## src/rtl/lcd_scanout.sv

```systemverilog
// Raster scan-out of a 96x64 monochrome display RAM into a valid/ready pixel stream.
// Optional start-line scroll offset is built only when LCD_SCANOUT_START_LINE_EN is defined.
module lcd_scanout (
  input  logic        clk,
  input  logic        reset,
  input  logic        frame_start,
  output logic        busy,
  output logic        frame_done,
  input  logic        display_enabled,
  input  logic        all_pixels_on,
  input  logic        invert_pixels,
  input  logic        row_order,
  input  logic [5:0]  start_line,
  output logic [10:0] mem_addr,
  input  logic [7:0]  mem_data,
  output logic        pix_valid,
  input  logic        pix_ready,
  output logic [6:0]  pix_x,
  output logic [5:0]  pix_y,
  output logic        pix_on
);

  typedef enum logic [2:0] {IDLE, FETCH, WAIT, EMIT, DONE} state_t;

  state_t     state_q, state_d;
  logic [6:0] x_q, x_d;
  logic [5:0] y_q, y_d;
  logic       pix_on_q, pix_on_d;
  logic       enabled_q, enabled_d;
  logic       all_on_q, all_on_d;
  logic       invert_q, invert_d;
  logic       flip_q, flip_d;
  logic [5:0] src;
  logic [5:0] eff;

`ifdef LCD_SCANOUT_START_LINE_EN
  logic [5:0] start_line_q, start_line_d;

  always_ff @(posedge clk) begin
    if (reset) start_line_q <= '0;
    else       start_line_q <= start_line_d;
  end

  always_comb begin
    start_line_d = start_line_q;
    if (state_q == IDLE && frame_start) start_line_d = start_line;
  end

  always_comb begin
    src = flip_q ? (6'd63 - y_q) : y_q;
    eff = src + start_line_q;  // 6-bit wrap gives the mod-64 scroll
  end
`else
  logic unused_start_line;
  assign unused_start_line = ^start_line;

  always_comb begin
    src = flip_q ? (6'd63 - y_q) : y_q;
    eff = src;
  end
`endif

  // Byte address: each 8-line page occupies 132 bytes of RAM, column picks the byte.
  assign mem_addr = ({8'd0, eff[5:3]} * 11'd132) + {4'd0, x_q};

  always_ff @(posedge clk) begin
    if (reset) begin
      state_q   <= IDLE;
      x_q       <= '0;
      y_q       <= '0;
      pix_on_q  <= 1'b0;
      enabled_q <= 1'b0;
      all_on_q  <= 1'b0;
      invert_q  <= 1'b0;
      flip_q    <= 1'b0;
    end else begin
      state_q   <= state_d;
      x_q       <= x_d;
      y_q       <= y_d;
      pix_on_q  <= pix_on_d;
      enabled_q <= enabled_d;
      all_on_q  <= all_on_d;
      invert_q  <= invert_d;
      flip_q    <= flip_d;
    end
  end

  always_comb begin
    state_d   = state_q;
    x_d       = x_q;
    y_d       = y_q;
    pix_on_d  = pix_on_q;
    enabled_d = enabled_q;
    all_on_d  = all_on_q;
    invert_d  = invert_q;
    flip_d    = flip_q;
    case (state_q)
      IDLE: begin
        if (frame_start) begin
          enabled_d = display_enabled;
          all_on_d  = all_pixels_on;
          invert_d  = invert_pixels;
          flip_d    = row_order;
          x_d       = '0;
          y_d       = '0;
          state_d   = FETCH;
        end
      end
      FETCH: state_d = WAIT;
      WAIT: begin
        if (!enabled_q)    pix_on_d = 1'b0;
        else if (all_on_q) pix_on_d = 1'b1;
        else               pix_on_d = mem_data[eff[2:0]] ^ invert_q;
        state_d = EMIT;
      end
      EMIT: begin
        if (pix_ready) begin
          if (x_q == 7'd95) begin
            x_d     = '0;
            y_d     = y_q + 6'd1;
            state_d = (y_q == 6'd63) ? DONE : FETCH;
          end else begin
            x_d     = x_q + 7'd1;
            state_d = FETCH;
          end
        end
      end
      DONE:    state_d = IDLE;
      default: state_d = IDLE;
    endcase
  end

  assign busy       = (state_q != IDLE);
  assign frame_done = (state_q == DONE);
  assign pix_valid  = (state_q == EMIT);
  assign pix_x      = x_q;
  assign pix_y      = y_q;
  assign pix_on     = pix_on_q;

endmodule

```

## config.mk

```make
export PLATFORM = sky130hd
export DESIGN_NAME = lcd_scanout
export DESIGN_NICKNAME = d
export VERILOG_FILES = /design/src/rtl/lcd_scanout.sv
export SDC_FILE = /design/constraint.sdc
export NUM_CORES = 1
export LEC_CHECK = 0
export CAP_MARGIN = 0
export CORE_UTILIZATION = 40
export DETAILED_ROUTE_END_ITERATION = 7
export PLACE_DENSITY = 0.82
export RECOVER_POWER = 100
export SLEW_MARGIN = 10
export SYNTH_ARGS = -nofsm -noshare
export SYNTH_HDL_FRONTEND = slang
export SYNTH_SLANG_ARGS = --single-unit
```

## constraint.sdc

```tcl
create_clock -name clk -period 2.52 [get_ports clk]
set_input_delay 0.504 -clock clk [delete_from_list [all_inputs] [get_ports clk]]
set_output_delay 0.504 -clock clk [all_outputs]
set_load 0.005 [all_outputs]
```

Word level (Yosys, flattened, before mapping)
Index checks and enable logic that the tools add are counted.
W data, S select, Z words.
{"block": "classes", "n_addsub": 4, "n_div": 0, "reduce_logical": 7, "n_lt_le_gt_ge": 1, "bitwise": 1, "mul": 1, "eq_ne": 9, "n_mux": 18, "shift": 0}
{"operator": "$mux W6", "n": 4}
{"operator": "$mux W7", "n": 3}
{"operator": "$pmux W7 S2", "n": 1}
{"operator": "$mux W3", "n": 4}
{"operator": "$pmux W3 S4", "n": 1}
{"operator": "$pmux W6 S2", "n": 1}
{"operator": "$add A11 B7 Y11", "n": 1}
{"operator": "$mul A3 B6 Y9 const B", "n": 1}
{"operator": "$add A7 B1 Y7 const B", "n": 1}
{"operator": "$eq A7 B7 Y1 const B", "n": 1}
{"operator": "$add A6 B1 Y6 const B", "n": 1}
{"operator": "$eq A3 B2 Y1 const B", "n": 2}
{"operator": "$eq A6 B6 Y1 const B", "n": 1}
{"operator": "$sub A6 B6 Y6 const A", "n": 1}
{"operator": "$lt A3 B4 Y1 const B", "n": 1}
{"operator": "$ne A2 B1 Y1 const B", "n": 2}
{"operator": "$reduce_and A2 Y1", "n": 2}
{"operator": "$reduce_and A4 Y1", "n": 1}
{"operator": "$bmux W1 S3", "n": 1}
{"operator": "$eq A3 B1 Y1 const B", "n": 1}
{"operator": "$eq A3 B3 Y1 const B", "n": 1}
{"operator": "$logic_not A3 Y1", "n": 1}
{"operator": "$mux W1", "n": 3}
{"operator": "$reduce_and A3 Y1", "n": 1}
{"operator": "4 further kinds", "n": 4}
{"block": "totals", "memories": 0, "rom_bits": 0, "latch_bits": 0, "wordCells": 49, "reg_bits": 21, "out_inout_bits": 28, "mem_bits_rw": 0}

Logic depth before layout (Yosys ltp)
{"block": "depth", "depth_word": 7, "ltp_mapped": 10, "depth_no_buf": 9}

Worst setup path before layout
Ideal clock, no wire load.
{"block": "synth_timing", "path_kind": "reg2out", "startpoint": "reg flip_q", "endpoint": "out mem_addr[6]", "path_buffers": 1, "t_arrival_ns": 1.755, "path_stages_with_launch": 9, "t_required_ns": 2.016, "setup_slack_ns": 0.261, "path_cell_list": "dfxtp_1 -> buf_2 -> xor2_1 -> inv_1 -> fa_1 -> inv_1 -> a21o_1 -> nand2_1 -> xnor2_1"}
{"block": "synth_via", "elab_chain_cells": 3}
{"element": "from (decl)", "line": "32", "rtl": "logic flip_q, flip_d;"}
{"element": "from (signal assigned)", "line": "84", "rtl": "flip_q <= flip_d;"}
{"element": "$mux W6", "line": "58", "rtl": "src = flip_q ? (6'd63 - y_q) : y_q;"}
{"element": "$mul A3 B6 Y9", "line": "64", "rtl": "assign mem_addr = ({8'd0, eff[5:3]} * 11'd132) + {4'd0, x_q};"}
{"element": "$add A11 B7 Y11", "line": "64"}
{"element": "to (decl)", "line": "14", "rtl": "output logic [10:0] mem_addr,"}
Every way passes these cells.

Final worst setup path
{"block": "layout_timing", "startpoint": "reg flip_q", "endpoint": "out mem_addr[7]"}
Same word-level chain as after synthesis.

==> impl_metrics.yaml <==
cells_and_area:
  fin_util: 0.613
  multiInputGateArea_um2: 1000
  nFillCells: 304
  drive_gt1_frac: 0.223
  finalNetCount: 253
  seqCellArea_um2: 427
  antennaDiodeCount: 0
  area_delta_synth_final_pct: 44.0
  final_area_um2: 2080
power_and_ir_drop:
  p_switching_uw: 200
  internal_power_uw: 511
  ir_drop_mv: 0.238
  p_clk_frac: 0.229
  power_frac_seq: 0.506
  combPwrFrac: 0.265
  power.leakage_nw: 0.826
  total_power_uw: 711
  p_per_area_nw_per_um2: 342
  swShare: 0.281
clock_network:
  clock_latency_ns: 0.30
  numCtsBuffers: 3
  cts_buffer_depth: 2
  cts-root-buf: "clkbuf_4"
  cts_tree: "yes"
  h-tree-depth: 1
  cts.clk_slew.worst_paths_ns: 0.11
  cts_sinks: 21
  cts_hold_buf: 0
critical_path:
  path_cells: "buf_12, xor2_4, ha_1, a21o_1, a21oi_4, nor2_1, xnor2_1, clkbuf_2"
  critPathCaptureType: "primary output"
  slowest_stage: "dfxtp_4"
  worst-path-max-fanout: 3
  critPathBufInv: 2
  crit_family: "flip-flops"
  critPathMaxStageDelay_ns: 0.42
  worstPathArrival_ns: 2.03
  startpoint: "flip_q$_SDFFE_PP0P_"
  critPathLaunchType: "flop"
  critPathKind: "reg -> out"
  r2r-start: "state_q[1]$_SDFFE_PP0P_"
  cp.required_ns: 2.02
logic_synthesis:
  synth_top_area_cell: "dfxtp_1"
  synth.distinct_cells: 47
  syn_area_per_cell_um2: 8.44
  synthTopCellsByCount: "dfxtp_1 (21), nor2_1 (17), xnor2_1 (12)"
  yosysWarnings: 0
  synthArstFlopShare: 0
  ys.flop_type: "dfxtp_1"
  synth_edf_count: 0
  synthTopCellsByArea: "dfxtp_1 (29%), xnor2_1 (7.3%), mux2i_1 (6.2%)"
  synth.most_common_cell: "dfxtp_1"
  synth_top_area_frac: 0.291
  synth_nets: 199
  syn_inst: 171
  synth-seq-area-share: 0.291
  netlist_area_um2: 1440
  ys_seq_elements: 21
min_path:
  hold_path_class: "reg -> reg"
  hp-start: "enabled_q$_SDFFE_PP0P_"
routing:
  routed_wirelength_um: 3290
  vias: 1368
  drt_iter0_drc: 22
  ant_nets: 0
  drc: 0
  first_pass_iters: 4
  via_per_inst: 5.07
  wl_per_cell_um: 12.2
floorplan:
  ios: 50
  die_h_um: 62.1
  die_w_um: 62.1
  die_area_um2: 3850
  num_rows: 21
  core_um2: 3390
  start_util: 0.426
sta:
  fin_hold_ws_ns: 0.516
  rsz0062_at_grt: "true"
  tightest_slew_ns: 0.497
  setup_violations: 2
  slew_headroom: 0.668
  slew_violations: 0
  period_minus_slack_ns: 2.53
  timing.final.ws_setup_ns: -0.0140
  hold_viol_final: 0
  fmax_ghz: 0.395
  fin_crit_sh: 1.01
  finClkSkew_ns: 0.00210
placement:
  place_hpwl_um: 2470
  dpl_cell_area_um2: 1970
  finalWeightedCongestion: 0.803
  io_buffers: 43
  pre_cts_ws_ns: -0.175
global_routing:
  antenna_found_initial: 0
  grt_max_degree: 14
  grt_pass1_wl_um: 5100
  overflow: 0
  grt_util_all_layers: 0.179
  grt_pass1_vias: 1225
run:
  cap_violations: 0
status:
  violations: "setup timing"
  status: "finished with violations"
placed cells by master (no fill, tap or decap), types with 7 or more instances in the layout:
master,instances
clkdlybuf4s50_1,28
nor2_1,18
dfxtp_1,18
buf_4,14
xnor2_1,10
mux2i_1,9
nand2b_1,7
dlygate4sd3_1,7
registers in the layout, indices dropped and copies added, names as in the netlist:
name       flops
all_on_q       1
enabled_q      1
flip_q         1
invert_q       1
pix_on         1
pix_x          7
pix_y          6
state_q        3
worst reg2reg max path, cell delays in order, from the launching register on:
cell and delay, ns:
dfxtp_1 0.48, or3b_2 0.50, a21oi_1 0.23, nand2b_1 0.11, o31ai_1 0.22, nor3_1 0.06
routing by layer:
metal	GRT usage	vias up	wire length, µm
met3	0.0269	2	115
met1	0.209	636	1420
li1	-	699	-
met5	0	-	0
met4	0.0603	0	27
met2	0.330	31	1720
final timing paths:
kind / to / slack, ns / cells after the start
setup / recovery: mem_addr[7] / -0.01 / 8
hold / removal: enabled_q$_SDFFE_PP0P_ / 0.52 / 2
setup reg to reg: pix_on$_SDFFE_PP0N_ / 0.83 / 5
hold reg to reg: enabled_q$_SDFFE_PP0P_ / 0.52 / 2
repair_timing:
action                     CTS  global route
pin swaps                    1             6
setup endpoints to repair    8             8
buffers inserted             1             2
resized for setup           23            23
power by group through the flow:
stage / registers (mW) / clock network [mW] / logic, mW
after floorplan: 0.361 / 0 / 0.110
after global placement: 0.365 / 0 / 0.180
after detailed placement: 0.366 / 0 / 0.184
after CTS: 0.359 / 0.173 / 0.192
after global routing: 0.362 / 0.184 / 0.208
final: 0.360 / 0.163 / 0.188
cell families (layout without fill, tap and decap cells):
group,Yosys count,count (layout),share of synthesized area
AOI/OAI and AO/OA,25,25,0.130
xor gates and xnor gates,18,18,0.109
adders and majority gates,6,6,0.0572
buffers and inverters,21,74,0.0711
DFF,21,21,0.291
muxes,9,9,0.0624
and+or+nand+nor,71,71,0.278
layout make-up:
class	count	area share
Tap cell	46	0.0277
Sequential cell	21	0.205
Clock buffer	4	0.0127
Multi-Input combinational cell	129	0.483
Timing Repair Buffer	59	0.252
Inverter	11	0.0199
stage by stage:
step	instances	TNS (ns)
after floorplan	171	0
after global placement	263	-0.484
after detailed placement	263	-0.957
after CTS	268	-0.392
after global routing	270	-0.618
final	270	-0.0238
Note: power is estimated with default switching activity, not from simulation.
